$ cat config.mk
export PLATFORM = sky130hd
export DESIGN_NAME = ascon_blk_seq
export DESIGN_NICKNAME = d
export VERILOG_FILES = /design/src/rtl/ascon_blk_seq.sv
export SDC_FILE = /design/constraint.sdc
export NUM_CORES = 1
export LEC_CHECK = 0
export ABC_CLOCK_PERIOD_IN_PS = 2100
export CORE_MARGIN = 2
export CORE_UTILIZATION = 45
export DETAILED_ROUTE_END_ITERATION = 6
export PLACE_DENSITY = 0.75
export SYNTH_ARGS = -nofsm -noshare
export SYNTH_HDL_FRONTEND = slang
export SYNTH_SLANG_ARGS = --single-unit
$ cat constraint.sdc
create_clock -name clk_i -period 2.1 [get_ports clk_i]
set_input_delay 0.42 -clock clk_i [delete_from_list [all_inputs] [get_ports clk_i]]
set_output_delay 0.42 -clock clk_i [all_outputs]
set_load 0.1 [all_outputs]
$ cat src/rtl/ascon_blk_seq.sv
// ascon_blk_seq: packs 32-bit AD/plaintext words into 10*-padded 64-bit ASCON rate blocks.
// Define ASCON_SEQ_DSEP_EN to pulse dsep_o during the SEP cycle; otherwise dsep_o is tied low.
module ascon_blk_seq (
  input  logic        clk_i,
  input  logic        rst_i,
  input  logic        start_i,
  input  logic [6:0]  ad_size_i,
  input  logic [6:0]  text_size_i,
  input  logic [31:0] word_i,
  input  logic        word_vld_i,
  output logic        word_rdy_o,
  output logic [63:0] blk_o,
  output logic        blk_vld_o,
  input  logic        blk_rdy_i,
  output logic        blk_text_o,
  output logic        blk_last_o,
  output logic        dsep_o,
  output logic        busy_o,
  output logic        done_o
);
`ifdef ASCON_SEQ_DSEP_EN
  localparam logic DSEP = 1'b1;
`else
  localparam logic DSEP = 1'b0;
`endif
  typedef enum logic [2:0] {IDLE, AD, SEP, TXT, DONE} state_t;
  state_t      state;
  logic [6:0]  txt_size_r, words_left;
  logic [2:0]  rem_r;
  logic [4:0]  blks_left;
  logic [31:0] hi_r;
  logic        have_hi, take, pad_only, form, fin, acc, in_phase;
  logic [63:0] raw, padded;
  function automatic logic [6:0] nwords(input logic [6:0] s);
    logic [7:0] t;
    t = {1'b0, s} + 8'd3;
    return {1'b0, t[7:2]};
  endfunction
  function automatic logic [4:0] nblks(input logic [6:0] s);
    return {1'b0, s[6:3]} + 5'd1;
  endfunction
  assign in_phase   = state == AD || state == TXT;
  assign word_rdy_o = in_phase && words_left != 7'd0 && !blk_vld_o;
  assign take       = word_vld_i && word_rdy_o;
  assign acc        = blk_vld_o && blk_rdy_i;
  // A block with no words is only ever the trailing full-padding block (size a multiple of 8).
  assign pad_only   = in_phase && words_left == 7'd0 && !have_hi && !blk_vld_o && blks_left != 5'd0;
  assign form       = (take && (have_hi || words_left == 7'd1)) || pad_only;
  assign fin        = blks_left == 5'd1;
  assign raw        = pad_only ? 64'd0 : have_hi ? {hi_r, word_i} : {word_i, 32'd0};
  always_comb begin
    padded = raw;
    for (int i = 0; i < 8; i++)
      if (fin) padded[63-8*i -: 8] = i < int'(rem_r) ? raw[63-8*i -: 8] : i == int'(rem_r) ? 8'h80 : 8'h00;
  end
  always_ff @(posedge clk_i) begin
    if (rst_i) begin
      state      <= IDLE;
      txt_size_r <= '0;
      words_left <= '0;
      rem_r      <= '0;
      blks_left  <= '0;
      hi_r       <= '0;
      have_hi    <= 1'b0;
      blk_o      <= '0;
      blk_vld_o  <= 1'b0;
      blk_text_o <= 1'b0;
      blk_last_o <= 1'b0;
      dsep_o     <= 1'b0;
      busy_o     <= 1'b0;
      done_o     <= 1'b0;
    end else begin
      done_o <= 1'b0;
      dsep_o <= 1'b0;
      if (acc) blk_vld_o <= 1'b0;
      if (take) words_left <= words_left - 7'd1;
      if (take && !form) begin
        hi_r    <= word_i;
        have_hi <= 1'b1;
      end
      if (form) begin
        blk_o      <= padded;
        blk_vld_o  <= 1'b1;
        blk_last_o <= fin;
        blk_text_o <= state == TXT;
        blks_left  <= blks_left - 5'd1;
        have_hi    <= 1'b0;
      end
      case (state)
        IDLE: if (start_i) begin
          txt_size_r <= text_size_i;
          rem_r      <= ad_size_i[2:0];
          words_left <= nwords(ad_size_i);
          blks_left  <= ad_size_i == 7'd0 ? 5'd0 : nblks(ad_size_i);
          busy_o     <= 1'b1;
          dsep_o     <= DSEP && ad_size_i == 7'd0;
          state      <= ad_size_i != 7'd0 ? AD : SEP;
        end
        AD: if (acc && blk_last_o) begin
          dsep_o <= DSEP;
          state  <= SEP;
        end
        SEP: begin
          rem_r      <= txt_size_r[2:0];
          words_left <= nwords(txt_size_r);
          blks_left  <= nblks(txt_size_r);
          state      <= TXT;
        end
        TXT: if (acc && blk_last_o) begin
          done_o <= 1'b1;
          state  <= DONE;
        end
        DONE: begin
          busy_o <= 1'b0;
          state  <= IDLE;
        end
        default: state <= IDLE;
      endcase
    end
  end
endmodule
[Word level (Yosys, flattened, before mapping)]
Index checks and enable logic that the tools add are counted.
Word-level totals
  register bits after elaboration: 127
  bits of input ports: 51
  output and inout port bits: 71
  logic and storage cells: 120
Operators by class
  $add $sub $neg: 6
  magnitude comparators: 7
  equality and inequality tests: 16
  multiplexer cells: 44
  bitwise gates (word level): 1
  reductions and logical operators: 33
Operators by type and width (count)
  8-bit 2-to-1 mux: 23
  64-bit 2-to-1 mux: 2
  7-bit by 2-bit adder with 8-bit output, second input constant: 2
  5-bit 2-to-1 mux: 3
  7-bit logical NOT: 2
  7-bit 2-to-1 mux: 2
  7-bit case mux with 2 select lines: 1
  7-bit nonzero test: 2
  3-bit equality test, first input constant: 4
  3-bit 2-to-1 mux: 4
  3-bit case mux with 4 select lines: 1
  1-bit logical AND: 11
  4-bit by 1-bit adder with 5-bit output, second input constant: 2
  5-bit case mux with 2 select lines: 1
  3-bit < comparator, first input constant: 3
  7-bit by 1-bit equality test with 1-bit output, second input constant: 1
  7-bit by 1-bit subtractor with 7-bit output, second input constant: 1
  2-bit by 3-bit equality test with 1-bit output, first input constant: 2
  3-bit by 2-bit equality test with 1-bit output, second input constant: 2
  3-bit logical NOT: 2
  1-bit by 3-bit < comparator with 1-bit output, first input constant: 2
  2-bit by 3-bit < comparator with 1-bit output, first input constant: 2
  3-bit case mux with 2 select lines: 1
  2-bit AND reduction: 3
  other kinds (17): 28

[Logic depth before layout (Yosys ltp)]
Gate-level depths: netlist of run 1.
  depth after elaboration: 10
  gate-level depth with buffers: 9
  gate-level depth less buffers: 7

[Worst setup path before layout of run 1]
OpenSTA, ideal clock, no wires.
  kind: flip-flop to output port
  start: reg blk_vld_o
  end: out word_rdy_o
  arrival time: 2.696 ns
  data required time: 1.680 ns
  path slack: -1.016 ns
  cell stages (with the launch flop): 3
  buffers on the path: 0
  path through: dfxtp_1 > or3b_4 > a21oi_1
On the way
  longest elaborated chain between the ends: 2
Ends and longest elaborated chain
  start, declared: line 13  | output logic blk_vld_o,
  start signal, assigned: line 66  | blk_vld_o <= 1'b0;
  start signal, assigned: line 75  | if (acc) blk_vld_o <= 1'b0;
  start signal, assigned: line 83  | blk_vld_o <= 1'b1;
  1-bit logical NOT: line 43  | assign word_rdy_o = in_phase && words_left != 7'd0 && !blk_vld_o;
  1-bit logical AND: line 43
  end, declared: line 11  | output logic word_rdy_o,
Every way passes these cells.

[Final worst setup path of run 1]
  start: reg blk_vld_o
  end: reg blk_o[28]
On the way
  longest elaborated chain between the ends: 6
  elaborated cells between the ends (all ways): 10
  those cells by class: mux (3); reduce/logical (7)
Ends and longest elaborated chain
  1-bit logical NOT (*): line 43, 47
  1-bit logical AND (2 in a row): line 47  | assign pad_only = in_phase && words_left == 7'd0 && !have_hi && !blk_vld_o && blks_left != 5'd0;
  64-bit 2-to-1 mux: line 50  | assign raw = pad_only ? 64'd0 : have_hi ? {hi_r, word_i} : {word_i, 32'd0};
  8-bit 2-to-1 mux (2 in a row): line 54  | if (fin) padded[63-8*i -: 8] = i < int'(rem_r) ? raw[63-8*i -: 8] : i == int'(rem_r) ? 8'h80 : 8'h00;
  end signal, assigned: line 82  | blk_o <= padded;
  end, declared: line 12  | output logic [63:0] blk_o,
Every way passes the cells marked *; elsewhere a longest branch is shown, timed or not.
A chain may end at the register's enable or synchronous reset.

==> qor.csv, run 1 <==
stage;metric;value;unit
global_routing;first-pass GRT wire length;27200;um
timing;final hold violation count;0;
synth;Synth Area in Compound Gates;0.184;
timing;Worst Clk Skew;0.0137;ns
placement;RePlAce Congestion;0.890;
synth;Mapped Avg Cell Area;8.23;um^2
worst_setup_path;Worst Setup End Kind;flop;
worst_setup_path;crit path max fanout;6;
synth;ys flop type;dfxtp_1;
worst_setup_path;WP data arrival;2.32;ns
cells_and_area;Net count, final;902;
timing;Hold Slack;0.451;ns
clock_network;total clock buffers created by CTS;17;
clock_network;Clock Latency Late Sink;0.41;ns
cells_and_area;final antenna diode count;0;
synth;Synth Area in Adders;0.0173;
synth;Post-Syn Area;0.00579;mm^2
outcome;outcome;finished clean;
drt;Iter 0 DRT Violations;459;
synth;post-synthesis xor/xnor area fraction;0.0288;
synth;EDFF count, synth;0;
cells_and_area;final cell count without fillers;1027;
timing;worst-margin pin slew;0.506;ns
clock_network;CTS H-tree depth;4;
clock_network;Clock Sinks;127;
cells_and_area;multi-input logic area;0.00308;mm^2
synth;proportion of synthesized area in mux cells;0.0595;
synth;register area share after synthesis;0.439;
synth;number of synthesized register bits;127;
synth;YS warnings;0;
floorplanning;core area;0.0126;mm^2
floorplanning;Die Y;117;um
drt;drt wl/cell;16.4;um
cells_and_area;area delta synth->final;38.9;%
synth;ys async rst share;0;
placement;DPL Wire Length;11600;um
worst_setup_path;CP Launch Type;flop;
global_routing;gr ovfl total;0;
floorplanning;Die Wd;117;um
synth;largest family of logic cells by synthesized area;simple AND/OR/NAND/NOR gates;
clock_network;Worst-path clk slew;0.06;ns
cells_and_area;register area;0.00255;mm^2
pwr;P_leak;3.01;nW
clock_network;root buffer cell;clkbuf_16;
synth;library cells used by synthesis;60;
timing;crit share post-route;0.978;
timing;setup violators final;0;
clock_network;TritonCTS clock tree;done;
clock_network;CTS max path bufs;2;
worst_setup_path;Req. time, crit path;2.36;ns
drt;DR vias;5626;
min_path;worst min path class;reg -> reg;
drt;Post-route DRC;0;
timing;Final Max Tran Viols;0;
synth;Post-Synthesis Cells;703;
worst_setup_path;Setup CP Type;reg -> reg;
floorplanning;row cnt;41;
floorplanning;# IOs;122;
global_routing;largest net degree at the start of global routing;44;
cells_and_area;share of layout cells above drive strength 1;0.216;
timing;Max Freq;487;MHz
placement;placed cell count;988;
floorplanning;Initial Utilization;0.460;
drt;final antenna-violating net count;0;
drt;vias per cell;5.48;
synth;simple-gate share of the synthesized area;0.227;
floorplanning;die area;0.0138;mm^2
drt;DR pass1 iterations;5;
timing;clock period minus worst slack;2.05;ns
cells_and_area;most frequent cells in the layout;144 x nand2_1, 122 x dfxtp_1, 110 x buf_4;
cells_and_area;fillers;1051;
pwr;PwrDens;1000;mW/mm^2
pwr;Worst VDD drop;0.566;mV
cells_and_area;commonest non-fill, non-tap cell in the layout;nand2_1;
timing;relative slew slack;0.659;
drt;Total Routed Length;16900;um
synth;post-synthesis net count;762;
global_routing;initial antenna violation count;0;
placement;IO buf count;120;
global_routing;Total GRT Usage;0.239;
global_routing;vias in the first global route;5524;
job;Max-cap violations;0;
metrics by stage:
stage	instance area [um^2]	setup WS, ns	utilization	setup TNS [ns]	power (mW)
2_1_floorplan	5820	0.00186	-	0	4.20
5_1_grt	8040	-0.0176	0.639	-0.0408	8.34
3_5_place_dp	7230	-0.201	0.575	-0.906	4.83
3_3_place_gp	7230	-0.119	0.575	-0.398	4.79
4_1_cts	7880	0.0286	0.627	0	7.94
6_report	8040	0.0465	0.639	0	8.06
flip-flops by register name (all words and copies together), names as in the netlist:
register,cells
rem_r,3
have_hi,1
txt_size_r,7
state,3
done_o,1
blk_vld_o,1
blk_o,64
words_left,7
blks_left,5
busy_o,1
hi_r,32
blk_last_o,1
blk_text_o,1
synth_stat cells (7+ instances only):
cell type | n | area share
a21oi_1 | 99 | 0.086
a22o_1 | 8 | 0.012
buf_2 | 15 | 0.013
clkbuf_1 | 33 | 0.021
dfxtp_1 | 127 | 0.44
ha_1 | 8 | 0.017
inv_1 | 9 | 0.0058
mux2i_1 | 31 | 0.054
nand2_1 | 144 | 0.093
nand3_1 | 40 | 0.035
nor2_1 | 38 | 0.025
o21ai_0 | 8 | 0.0069
o22a_1 | 7 | 0.011
or3_1 | 27 | 0.029
xnor2_1 | 16 | 0.024
worst max-delay path, stage by stage (launching register included):
cell and delay (ns):
dfxtp_4 0.34, or3b_4 0.45, or2_4 0.27, o32a_4 0.40, buf_4 0.15, buf_2 0.16, nand2_1 0.08, a21oi_1 0.07
area by class of cell:
type                    instances  share of cell area
flip-flops and latches        127               0.318
repair buffers                172               0.189
clock buffers                  19              0.0551
inverters                      10             0.00467
multi-input cells             515               0.384
clock inverters                12              0.0229
well taps                     172              0.0268
final timing paths:
check        startpoint        end  slack [ns]  depth (start not counted)
max           blk_vld_o  blk_o[28]        0.05                          7
max reg2reg   blk_vld_o  blk_o[28]        0.05                          7
min reg2reg    blk_o[9]   blk_o[9]        0.45                          2
min            blk_o[9]   blk_o[9]        0.45                          2
report_power, final:
| group | switching [mW] | total (mW) | internal [mW] |
|---|---|---|---|
| clock network | 1.09 | 3.11 | 2.02 |
| registers | 0.154 | 2.74 | 2.58 |
| logic | 1.43 | 2.21 | 0.778 |
timing repair:
action                                  CTS  global route
pin swaps                                 0             4
hold endpoints to repair                  0             0
endpoints found under the setup margin   27            59
gates resized for setup                   5            20
setup buffers                             0             7
hold buffers                              0             0
gates cloned                              0             1
cells by family (layout without fill, tap and decap cells):
group           Yosys count  after routing
compound gates          169            169
xor+xnor                 19             19
fa+ha+maj                 8              8
buf+inv                  61            213
flops                   127            127
mux                      34             34
other cells               1              1
simple gates            284            284
layer usage:
layer | global-route usage | wire [um]
met3 | 0.0477 | 756
met2 | 0.413 | 8470
met4 | 0.0700 | 193
met1 | 0.302 | 7460
met5 | 0 | 0
Power figures use the tool's default switching activity.
==> run 2, diff against run 1 <==
ABC_CLOCK_PERIOD_IN_PS = 2600   (was 2100)
CELL_PAD_IN_SITES_DETAIL_PLACEMENT = 1   (was unset)
CELL_PAD_IN_SITES_GLOBAL_PLACEMENT = 1   (was unset)
CORE_UTILIZATION = 41   (was 45)
PLACE_DENSITY = unset   (was 0.75)
PLACE_DENSITY_LB_ADDON = 0.1   (was unset)
clock period = 2.6 ns   (was 2.1 ns; I/O delays follow)
==> qor.csv, run 2 (synthesized netlist as in run 1, its figures left out) <==
stage;metric;value;unit
outcome;outcome;finished clean;
worst_setup_path;Setup CP Type;reg -> reg;
pwr;P_leak;2.84;nW
clock_network;CTS H-tree depth;4;
global_routing;first-pass GRT wire length;29700;um
worst_setup_path;WP data arrival;2.71;ns
clock_network;Worst-path clk slew;0.06;ns
floorplanning;Initial Utilization;0.419;
global_routing;gr ovfl total;0;
clock_network;CTS max path bufs;2;
placement;RePlAce Congestion;0.887;
clock_network;root buffer cell;clkbuf_16;
cells_and_area;Largest regs;blk_o (64), hi_r (32);
timing;Max Freq;422;MHz
timing;final hold violation count;0;
timing;clock period minus worst slack;2.37;ns
cells_and_area;area delta synth->final;33.1;%
drt;Post-route DRC;0;
pwr;PwrDens;838;mW/mm^2
floorplanning;core area;0.0138;mm^2
worst_setup_path;Worst path slowest cell;dfxtp_1;
worst_setup_path;Req. time, crit path;2.94;ns
global_routing;Total GRT Usage;0.257;
floorplanning;row cnt;43;
floorplanning;Die Y;123;um
clock_network;total clock buffers created by CTS;17;
job;Max-cap violations;0;
cells_and_area;final antenna diode count;0;
drt;vias per cell;5.57;
cells_and_area;Net count, final;878;
cells_and_area;Biggest register;blk_o;
cells_and_area;Layout Utilization;0.557;
cells_and_area;number of flip-flops in the largest register;64;
worst_setup_path;crit path max fanout;25;
floorplanning;Die Wd;123;um
timing;setup TNS;0;ns
drt;DR pass1 iterations;5;
drt;Iter 0 DRT Violations;282;
clock_network;TritonCTS clock tree;done;
drt;Total Routed Length;18600;um
timing;Final Max Tran Viols;0;
placement;IO buf count;120;
placement;DPL Wire Length;12800;um
min_path;worst min path class;reg -> reg;
placement;placed cell areas;0.00705;mm^2
timing;setup violators final;0;
cells_and_area;commonest non-fill, non-tap cell in the layout;nand2_1;
clock_network;Clock Latency Late Sink;0.42;ns
cells_and_area;cell area after layout;0.00770;mm^2
clock_network;Clock Sinks;127;
pwr;Worst VDD drop;0.464;mV
floorplanning;# IOs;122;
worst_setup_path;max incr delay on CP;0.43;ns
drt;drt wl/cell;18.4;um
global_routing;initial antenna violation count;0;
drt;DR vias;5637;
cells_and_area;most frequent cells in the layout;144 x nand2_1, 125 x dfxtp_1, 97 x a21oi_1, 97 x buf_4, 49 x clkdlybuf4s50_1;
timing;relative slew slack;0.424;
worst_setup_path;CP Cell Sequence;inv_1 > ha_1 > nor2b_2 > a211o_1 > o32ai_4 > buf_4 > nand3_1 > a21oi_1;
cells_and_area;share of layout cells above drive strength 1;0.177;
timing;worst-margin pin slew;0.863;ns
floorplanning;die area;0.0151;mm^2
drt;final antenna-violating net count;0;
timing;RSZ-0062 raised after global routing;no;
cells_and_area;fillers;1615;
timing;Worst Clk Skew;0.00743;ns
timing;crit share post-route;0.911;
global_routing;largest net degree at the start of global routing;79;
worst_setup_path;Worst Setup End Kind;flop;
global_routing;vias in the first global route;5742;
worst_setup_path;CP Launch Type;flop;
-- run 2: metal layers --
layer | share of wire | GRT usage | vias to the layer above | wire [um]
met2 | 0.50 | 0.440 | 146 | 9280
met1 | 0.44 | 0.320 | 2755 | 8110
met4 | 0.017 | 0.0898 | 0 | 308
met5 | 0 | 0 | - | 0
li1 | - | - | 2712 | -
met3 | 0.049 | 0.0502 | 24 | 915
-- run 2: area by class of cell --
cell class                 count  area (um^2)  area share
inverter                      10         37.5     0.00487
timing repair buffer         148         1240       0.161
clock buffer                  18          439      0.0570
clock inverter                14          211      0.0274
tap                          180          225      0.0292
sequential                   127         2540       0.330
multi-input combinational    515         3000       0.390
-- run 2: power by group --
| group | switching, mW | internal (mW) | total [mW] | leakage [nW] |
|---|---|---|---|---|
| combinational | 1.12 | 0.490 | 1.61 | 1.50 |
| clock | 0.901 | 1.72 | 2.63 | 0.316 |
| sequential | 0.133 | 2.09 | 2.22 | 1.03 |
| total | 2.15 | 4.30 | 6.45 | 2.84 |
-- run 2: repair_timing --
item | CTS | global route
setup buffers | 0 | 0
hold buffers | 0 | 0
setup endpoints to repair | 0 | 21
gates resized for setup | 0 | 3
-- run 2: through the flow --
step	std cells	hold slack, ns	power (mW)	setup slack, ns
after floorplan	703	0.433	3.37	0.0145
after global routing	1012	0.474	6.71	0.0166
final	1012	0.454	6.45	0.233
after detailed placement	980	0.446	3.85	0.164
after global placement	980	0.439	3.81	0.243
after CTS	1012	0.457	6.49	0.124
-- run 2: worst max-delay path: cells and delay by family, from the launching register on --
kind                     cells  cell delay [ns]
AO/OA/AOI/OAI                3             0.86
flip-flops                   1             0.43
AND/OR/NAND/NOR              2             0.33
buffers and inverters        2             0.45
adder cells (fa/ha/maj)      1             0.20
-- run 2: worst paths after layout --
check,slack (ns),from,to,depth (start not counted)
setup / recovery,0.23,words_left[0],blk_o[15],8
hold / removal,0.45,blk_o[18],blk_o[18],2
setup reg to reg,0.23,words_left[0],blk_o[15],8
hold reg to reg,0.45,blk_o[18],blk_o[18],2
